[config.mk]
export PLATFORM = sky130hd
export DESIGN_NAME = i2c_slave_regs
export DESIGN_NICKNAME = d
export VERILOG_FILES = /design/src/rtl/i2c_slave_regs.sv
export SDC_FILE = /design/constraint.sdc
export NUM_CORES = 1
export LEC_CHECK = 0
export ABC_AREA = 1
export BUFFER_PORTS_ARGS = -buffer_cell sky130_fd_sc_hd__buf_2
export CAP_MARGIN = 20
export CORE_MARGIN = 10
export CORE_UTILIZATION = 54
export CTS_BUF_LIST = sky130_fd_sc_hd__clkbuf_8
export DETAILED_ROUTE_END_ITERATION = 12
export PLACE_DENSITY = 0.74
export SLEW_MARGIN = 15
export SYNTH_ARGS = -nofsm -noshare
export SYNTH_HDL_FRONTEND = slang
export SYNTH_SLANG_ARGS = --single-unit
export TNS_END_PERCENT = 20
[constraint.sdc]
create_clock -name clk -period 3.2 [get_ports clk]
set_input_delay 0.64 -clock clk [delete_from_list [all_inputs] [get_ports clk]]
set_output_delay 0.64 -clock clk [all_outputs]
set_load 0.03 [all_outputs]
[src/rtl/i2c_slave_regs.sv]
// rtl/i2c_slave_regs.sv - I2C target with pointer-addressed register file and local port
// Pins are synchronised and glitch-filtered; every bus event is derived from the filtered edges.
module i2c_slave_regs #(
  parameter logic [6:0] ADDR   = 7'h42,
  parameter int         ADDR_W = 3,
  parameter int         FILT   = 3
) (
  input  logic              clk,
  input  logic              rst,
  input  logic              scl,
  input  logic              sda_in,
  output logic              sda_oe,
  input  logic [ADDR_W-1:0] loc_addr,
  input  logic              loc_we,
  input  logic [7:0]        loc_wdata,
  output logic [7:0]        loc_rdata,
  output logic              wr_strobe,
  output logic [ADDR_W-1:0] wr_addr,
  output logic              busy
);
  localparam int NREG = 1 << ADDR_W;
  localparam int FW   = (FILT > 1) ? $clog2(FILT) : 1;

  typedef enum logic [3:0] {
    S_IDLE, S_ADDR, S_ADDR_ACK, S_PTR, S_PTR_ACK,
    S_WDATA, S_WDATA_ACK, S_RDATA, S_RACK, S_WAIT
  } state_t;

  state_t            state_q, state_d;
  logic [1:0]        sync1_q, sync2_q, filt_q, filt_prev_q;  // bit 0 = SCL, bit 1 = SDA
  logic [FW-1:0]     fcnt_q [2];
  logic [7:0]        regs_q [NREG];
  logic [7:0]        sr_q, sr_d, rx_byte;
  logic [2:0]        cnt_q, cnt_d;
  logic [ADDR_W-1:0] ptr_q, ptr_d, wr_addr_q, wr_addr_d;
  logic              sda_oe_q, sda_oe_d, busy_q, busy_d, rw_q, rw_d, wr_strobe_q;
  logic              i2c_we, load_rd;
  logic              scl_rise, scl_fall, start_det, stop_det, last_bit;

  always_ff @(posedge clk or posedge rst) begin
    if (rst) begin
      sync1_q     <= '1;
      sync2_q     <= '1;
      filt_q      <= '1;
      filt_prev_q <= '1;
      for (int i = 0; i < 2; i++) fcnt_q[i] <= '0;
    end else begin
      sync1_q     <= {sda_in, scl};
      sync2_q     <= sync1_q;
      filt_prev_q <= filt_q;
      for (int i = 0; i < 2; i++) begin
        if (sync2_q[i] == filt_q[i]) begin
          fcnt_q[i] <= '0;
        end else if (fcnt_q[i] == FW'(FILT - 1)) begin
          fcnt_q[i] <= '0;
          filt_q[i] <= sync2_q[i];
        end else begin
          fcnt_q[i] <= fcnt_q[i] + 1'b1;
        end
      end
    end
  end

  assign scl_rise  = filt_q[0] & ~filt_prev_q[0];
  assign scl_fall  = ~filt_q[0] & filt_prev_q[0];
  assign start_det = filt_q[0] & filt_prev_q[0] & filt_prev_q[1] & ~filt_q[1];
  assign stop_det  = filt_q[0] & filt_prev_q[0] & ~filt_prev_q[1] & filt_q[1];
  assign rx_byte   = {sr_q[6:0], filt_q[1]};
  assign last_bit  = scl_rise && (cnt_q == 3'd7);

  always_ff @(posedge clk or posedge rst) begin
    if (rst) state_q <= S_IDLE;
    else     state_q <= state_d;
  end

  // In the ACK states and RACK, cnt_q[0] marks that the first SCL fall has been seen.
  always_comb begin
    state_d = state_q;
    if (stop_det) begin
      state_d = S_IDLE;
    end else if (start_det) begin
      state_d = S_ADDR;
    end else begin
      case (state_q)
        S_ADDR:      if (last_bit) state_d = (rx_byte[7:1] == ADDR) ? S_ADDR_ACK : S_WAIT;
        S_PTR:       if (last_bit) state_d = S_PTR_ACK;
        S_WDATA:     if (last_bit) state_d = S_WDATA_ACK;
        S_ADDR_ACK:  if (scl_fall && cnt_q[0]) state_d = rw_q ? S_RDATA : S_PTR;
        S_PTR_ACK,
        S_WDATA_ACK: if (scl_fall && cnt_q[0]) state_d = S_WDATA;
        S_RDATA:     if (last_bit) state_d = S_RACK;
        S_RACK: begin
          if (scl_rise && filt_q[1])         state_d = S_WAIT;
          else if (scl_fall && cnt_q[0])     state_d = S_RDATA;
        end
        default: ;
      endcase
    end
  end

  always_comb begin
    cnt_d     = cnt_q;
    sr_d      = sr_q;
    ptr_d     = ptr_q;
    sda_oe_d  = sda_oe_q;
    busy_d    = busy_q;
    rw_d      = rw_q;
    wr_addr_d = wr_addr_q;
    i2c_we    = 1'b0;
    load_rd   = 1'b0;
    if (stop_det || start_det) begin
      cnt_d    = '0;
      sda_oe_d = 1'b0;
      busy_d   = 1'b0;
    end else begin
      case (state_q)
        S_ADDR, S_PTR, S_WDATA: if (scl_rise) begin
          sr_d  = rx_byte;
          cnt_d = cnt_q + 3'd1;
          if (cnt_q == 3'd7) begin
            if (state_q == S_ADDR) begin
              rw_d   = rx_byte[0];
              busy_d = (rx_byte[7:1] == ADDR);
            end
            if (state_q == S_PTR) ptr_d = rx_byte[ADDR_W-1:0];
            if (state_q == S_WDATA) begin
              i2c_we    = 1'b1;
              wr_addr_d = ptr_q;
              ptr_d     = ptr_q + 1'b1;
            end
          end
        end
        S_ADDR_ACK, S_PTR_ACK, S_WDATA_ACK: if (scl_fall) begin
          if (!cnt_q[0]) begin
            sda_oe_d = 1'b1;
            cnt_d    = 3'd1;
          end else begin
            sda_oe_d = 1'b0;
            cnt_d    = '0;
            load_rd  = (state_q == S_ADDR_ACK) && rw_q;
          end
        end
        S_RDATA: begin
          if (scl_fall) begin
            sda_oe_d = ~sr_q[7];
            sr_d     = {sr_q[6:0], 1'b0};
          end
          if (scl_rise) begin
            cnt_d = cnt_q + 3'd1;
            if (cnt_q == 3'd7) ptr_d = ptr_q + 1'b1;
          end
        end
        S_RACK: begin
          if (scl_fall) begin
            if (!cnt_q[0]) begin
              sda_oe_d = 1'b0;
            end else begin
              cnt_d   = '0;
              load_rd = 1'b1;
            end
          end
          if (scl_rise && !filt_q[1]) cnt_d = 3'd1;
        end
        default: ;
      endcase
    end
    // Snapshot the whole byte at the fall that starts it; bit 7 goes out immediately.
    if (load_rd) begin
      sda_oe_d = ~regs_q[ptr_q][7];
      sr_d     = {regs_q[ptr_q][6:0], 1'b0};
    end
  end

  always_ff @(posedge clk or posedge rst) begin
    if (rst) begin
      cnt_q       <= '0;
      sr_q        <= '0;
      ptr_q       <= '0;
      sda_oe_q    <= 1'b0;
      busy_q      <= 1'b0;
      rw_q        <= 1'b0;
      wr_strobe_q <= 1'b0;
      wr_addr_q   <= '0;
      for (int i = 0; i < NREG; i++) regs_q[i] <= '0;
    end else begin
      cnt_q       <= cnt_d;
      sr_q        <= sr_d;
      ptr_q       <= ptr_d;
      sda_oe_q    <= sda_oe_d;
      busy_q      <= busy_d;
      rw_q        <= rw_d;
      wr_strobe_q <= i2c_we;
      wr_addr_q   <= wr_addr_d;
      for (int i = 0; i < NREG; i++) begin
        if (i2c_we && ptr_q == ADDR_W'(i))          regs_q[i] <= rx_byte;
        else if (loc_we && loc_addr == ADDR_W'(i))  regs_q[i] <= loc_wdata;
      end
    end
  end

  assign sda_oe    = sda_oe_q;
  assign busy      = busy_q;
  assign wr_strobe = wr_strobe_q;
  assign wr_addr   = wr_addr_q;
  assign loc_rdata = regs_q[loc_addr];

endmodule

==> run_results.csv <==
group,metric,value,unit
power,p_total,5467,uW
min_path,hp-class,"input port to asynchronous set/reset pin",
detailed_routing,drt_pass1_iterations,7,
power,combPwrFrac,46.7,%
synthesis,yosysUniqueCellTypes,35,
clocking,cts_tree,"done",
detailed_routing,detail_route.iter0.violations,984,
global_routing,grt_use_total,26.00,%
die,die_w,127.8,um
die,dieArea,0.01633,mm2
finish,final_nets,905,
sta,slew_viol_final,0,
die,die_h,127.8,um
detailed_routing,wl,21360,um
sta,fin_crit,2.602,ns
die,core.rowCount,39,
run,maxCapViolCount,0,
clocking,cts.path.max_buffers,2,
critical_path,start_kind,"input port",
detailed_routing,vias,6317,
die,ios,30,
critical_path,crit_required,2.56,ns
sta,final_hold_viol_count,0,
power,powerDensity,815.9,mW/mm2
detailed_routing,wire_per_inst,20.76,um
detailed_routing,post-route-drc-count,0,
sta,grt_setup_unrepaired,"false",
die,core_area,0.01142,mm2
clocking,htree_levels,3,
clocking,clock-sinks,101,
synthesis,syn_nets,895,
global_routing,grt_overflow,0,
outcome,status,"complete, no violations",
sta,tightest_slew,0.6340,ns
power,p_clk_share,15.4,%
critical_path,r2r-start,"filt_q[1]",
sta,timing.final.crit_share,81.31,%
critical_path,reg2reg_to,"state_q[1]",
synthesis,ys_seq_elements,101,
critical_path,ff2ff_path_depth,9,
clocking,clk_latency,0.41,ns
finish,n_antenna_cell,0,
clocking,cts-root-buf,"clkbuf_8",
finish,area.growth.synth_to_final,6.780,%
synthesis,post_synth.cell_area_avg,7.204,um2
place,place_congestion,1.010,
clocking,cts_buffers,9,
power,p_int,2691,uW
finish,drive_above_1_share,12.75,%
die,start_util,54.95,%
synthesis,syn_area,0.006275,mm2
critical_path,crit_path_max_fanout,12,
global_routing,grt_pass1_wl,32980,um
critical_path,crit_arrival,1.96,ns
sta,fmax,384.3,MHz
critical_path,crit_type,"input port to output pin",
clocking,path_clk_slew,0.12,ns
power,p_leak,0.003252,uW
sta,tns,0,ns
power,vdd_drop_max,0.7357,mV
synthesis,yosys_warnings,0,
clocking,hold_buffers,0,
clocking,cts_resized,0,
critical_path,rrSetupSlack,0.89,ns
detailed_routing,avgViaCountPerCell,6.139,
power,power_frac_seq,37.9,%
synthesis,ys_seq_area_share,40.44,%
place,dp_hpwl,15390,um
clocking,cts_setup_buffers,0,
synthesis,syn_inst,871,
power,netSwitchingFraction,50.78,%
place,port_buffers,29,
sta,fin_worst_skew,0.01857,ns
sta,setup_viol,0,
power,netSwitchingPower,2776,uW
critical_path,crit_path_end_kind,"output pin",
sta,relSlewSlack,57.63,%
detailed_routing,ant_nets,0,
global_routing,grt_max_degree,102,
global_routing,antenna_found_initial,0,
global_routing,grt_pass1_vias,5841,
==> through the flow <==
step           hold WS, ns  setup slack (ns)  cell area (um2)  util, %  cells
6_report            0.3225            0.5980             6700    58.68   1029
5_1_grt             0.3152            0.4676             6700    58.68   1029
4_1_cts             0.3117            0.6478             6700    58.68   1029
3_5_place_dp        0.3472            0.6578             6499    56.91   1013
3_3_place_gp        0.3466            0.6908             6499    56.91   1013
2_1_floorplan       0.3452            0.7410             6279        -    871
==> cell type report <==
type                       instances  area (um2)
multi-input combinational        619        3141
sequential                       101        2537
fill                            1069        4718
inverter                         114       431.7
clock buffer                       9       123.9
tap                              143       178.9
clock inverter                     7       77.57
timing repair buffer              36       210.2
==> layer usage <==
metal,up-vias,global-route usage [%],wire length [um]
met1,3007,35.67,9226
met2,328,38.36,9328
li1,2898,-,-
met3,84,5.418,1872
met4,0,12.19,931
met5,-,0,0
==> power groups by stage <==
stage / Combinational [uW] / Sequential, uW / Clock, uW
3_3_place_gp: 2440 / 2060 / 0
6_report: 2550 / 2070 / 842
5_1_grt: 2830 / 2090 / 896
2_1_floorplan: 1910 / 1800 / 0
3_5_place_dp: 2480 / 2070 / 0
4_1_cts: 2500 / 2050 / 854
==> flip-flops by register name, summed over array words and instances, names as in the netlist, 3 cells and up <==
register and count:
cnt_q 3, fcnt_q 4, ptr_q 3, regs_q 64, sr_q 8, state_q 4
wr_addr 3
==> synth_stat cells (all sizes together) <==
cell type  instances  share of area, %
a21oi             10               1.2
inv              113               6.8
a31oi              3              0.30
nand3            110               8.9
clkbuf            18               1.1
nand2            283                18
mux2               1              0.18
dfrtp             93                37
o211ai            50               6.1
o221ai            15               2.1
o21ai             41               3.3
clkinv             1             0.060
xnor2              2              0.28
nor3               8              0.64
ha                 8               1.6
o21bai             1              0.18
o2111ai            5              0.70
o22ai             22               2.2
nor2b              1              0.10
nor2              55               4.4
nand4              4              0.40
buf               19               1.6
dfstp              8               3.3
==> cells by family (layout without fill, tap and decap cells) <==
group           count (synthesis)  in the layout  synth area share (%)
simple gates                  461            461                 32.04
buf+inv                       151            166                 9.511
compound gates                147            147                 15.95
flops                         101            101                 40.44
fa+ha+maj                       8              8                 1.595
xor+xnor                        2              2                0.2792
mux                             1              1                0.1794
==> cell usage in the layout, fill, tap and decap left out, drive strengths merged <==
| cell | instances |
|---|---|
| nand2 | 283 |
| inv | 115 |
| nand3 | 110 |
| dfrtp | 93 |
| nor2 | 55 |
| o211ai | 50 |
| o21ai | 41 |
| buf | 36 |
| o22ai | 22 |
| o221ai | 15 |
| a21oi | 10 |
| clkbuf | 9 |
| nor3 | 8 |
| ha | 8 |
| dfstp | 8 |
| o2111ai | 5 |
| clkinv | 5 |
| nand4 | 4 |
| a31oi | 3 |
| xnor2 | 2 |
| o21bai | 1 |
| nor2b | 1 |
| clkinvlp | 1 |
| mux2 | 1 |
==> worst max-delay path, stage by stage <==
cell and delay, ns:
buf_2 0.14, nor2_2 0.27, inv_1 0.27, o22ai_1 0.21, o21ai_0 0.12, nand2_1 0.10, buf_2 0.20
==> worst max path at each step <==
stage / startpoint / end / slack (ns)
floorplan: loc_addr[0] / loc_rdata[5] / 0.74
global placement: loc_addr[0] / loc_rdata[2] / 0.69
detailed placement: loc_addr[0] / loc_rdata[0] / 0.66
CTS: loc_addr[0] / loc_rdata[0] / 0.65
global route: loc_addr[0] / loc_rdata[5] / 0.47
finish: loc_addr[0] / loc_rdata[7] / 0.60
Note: power is estimated with default switching activity, not from simulation.
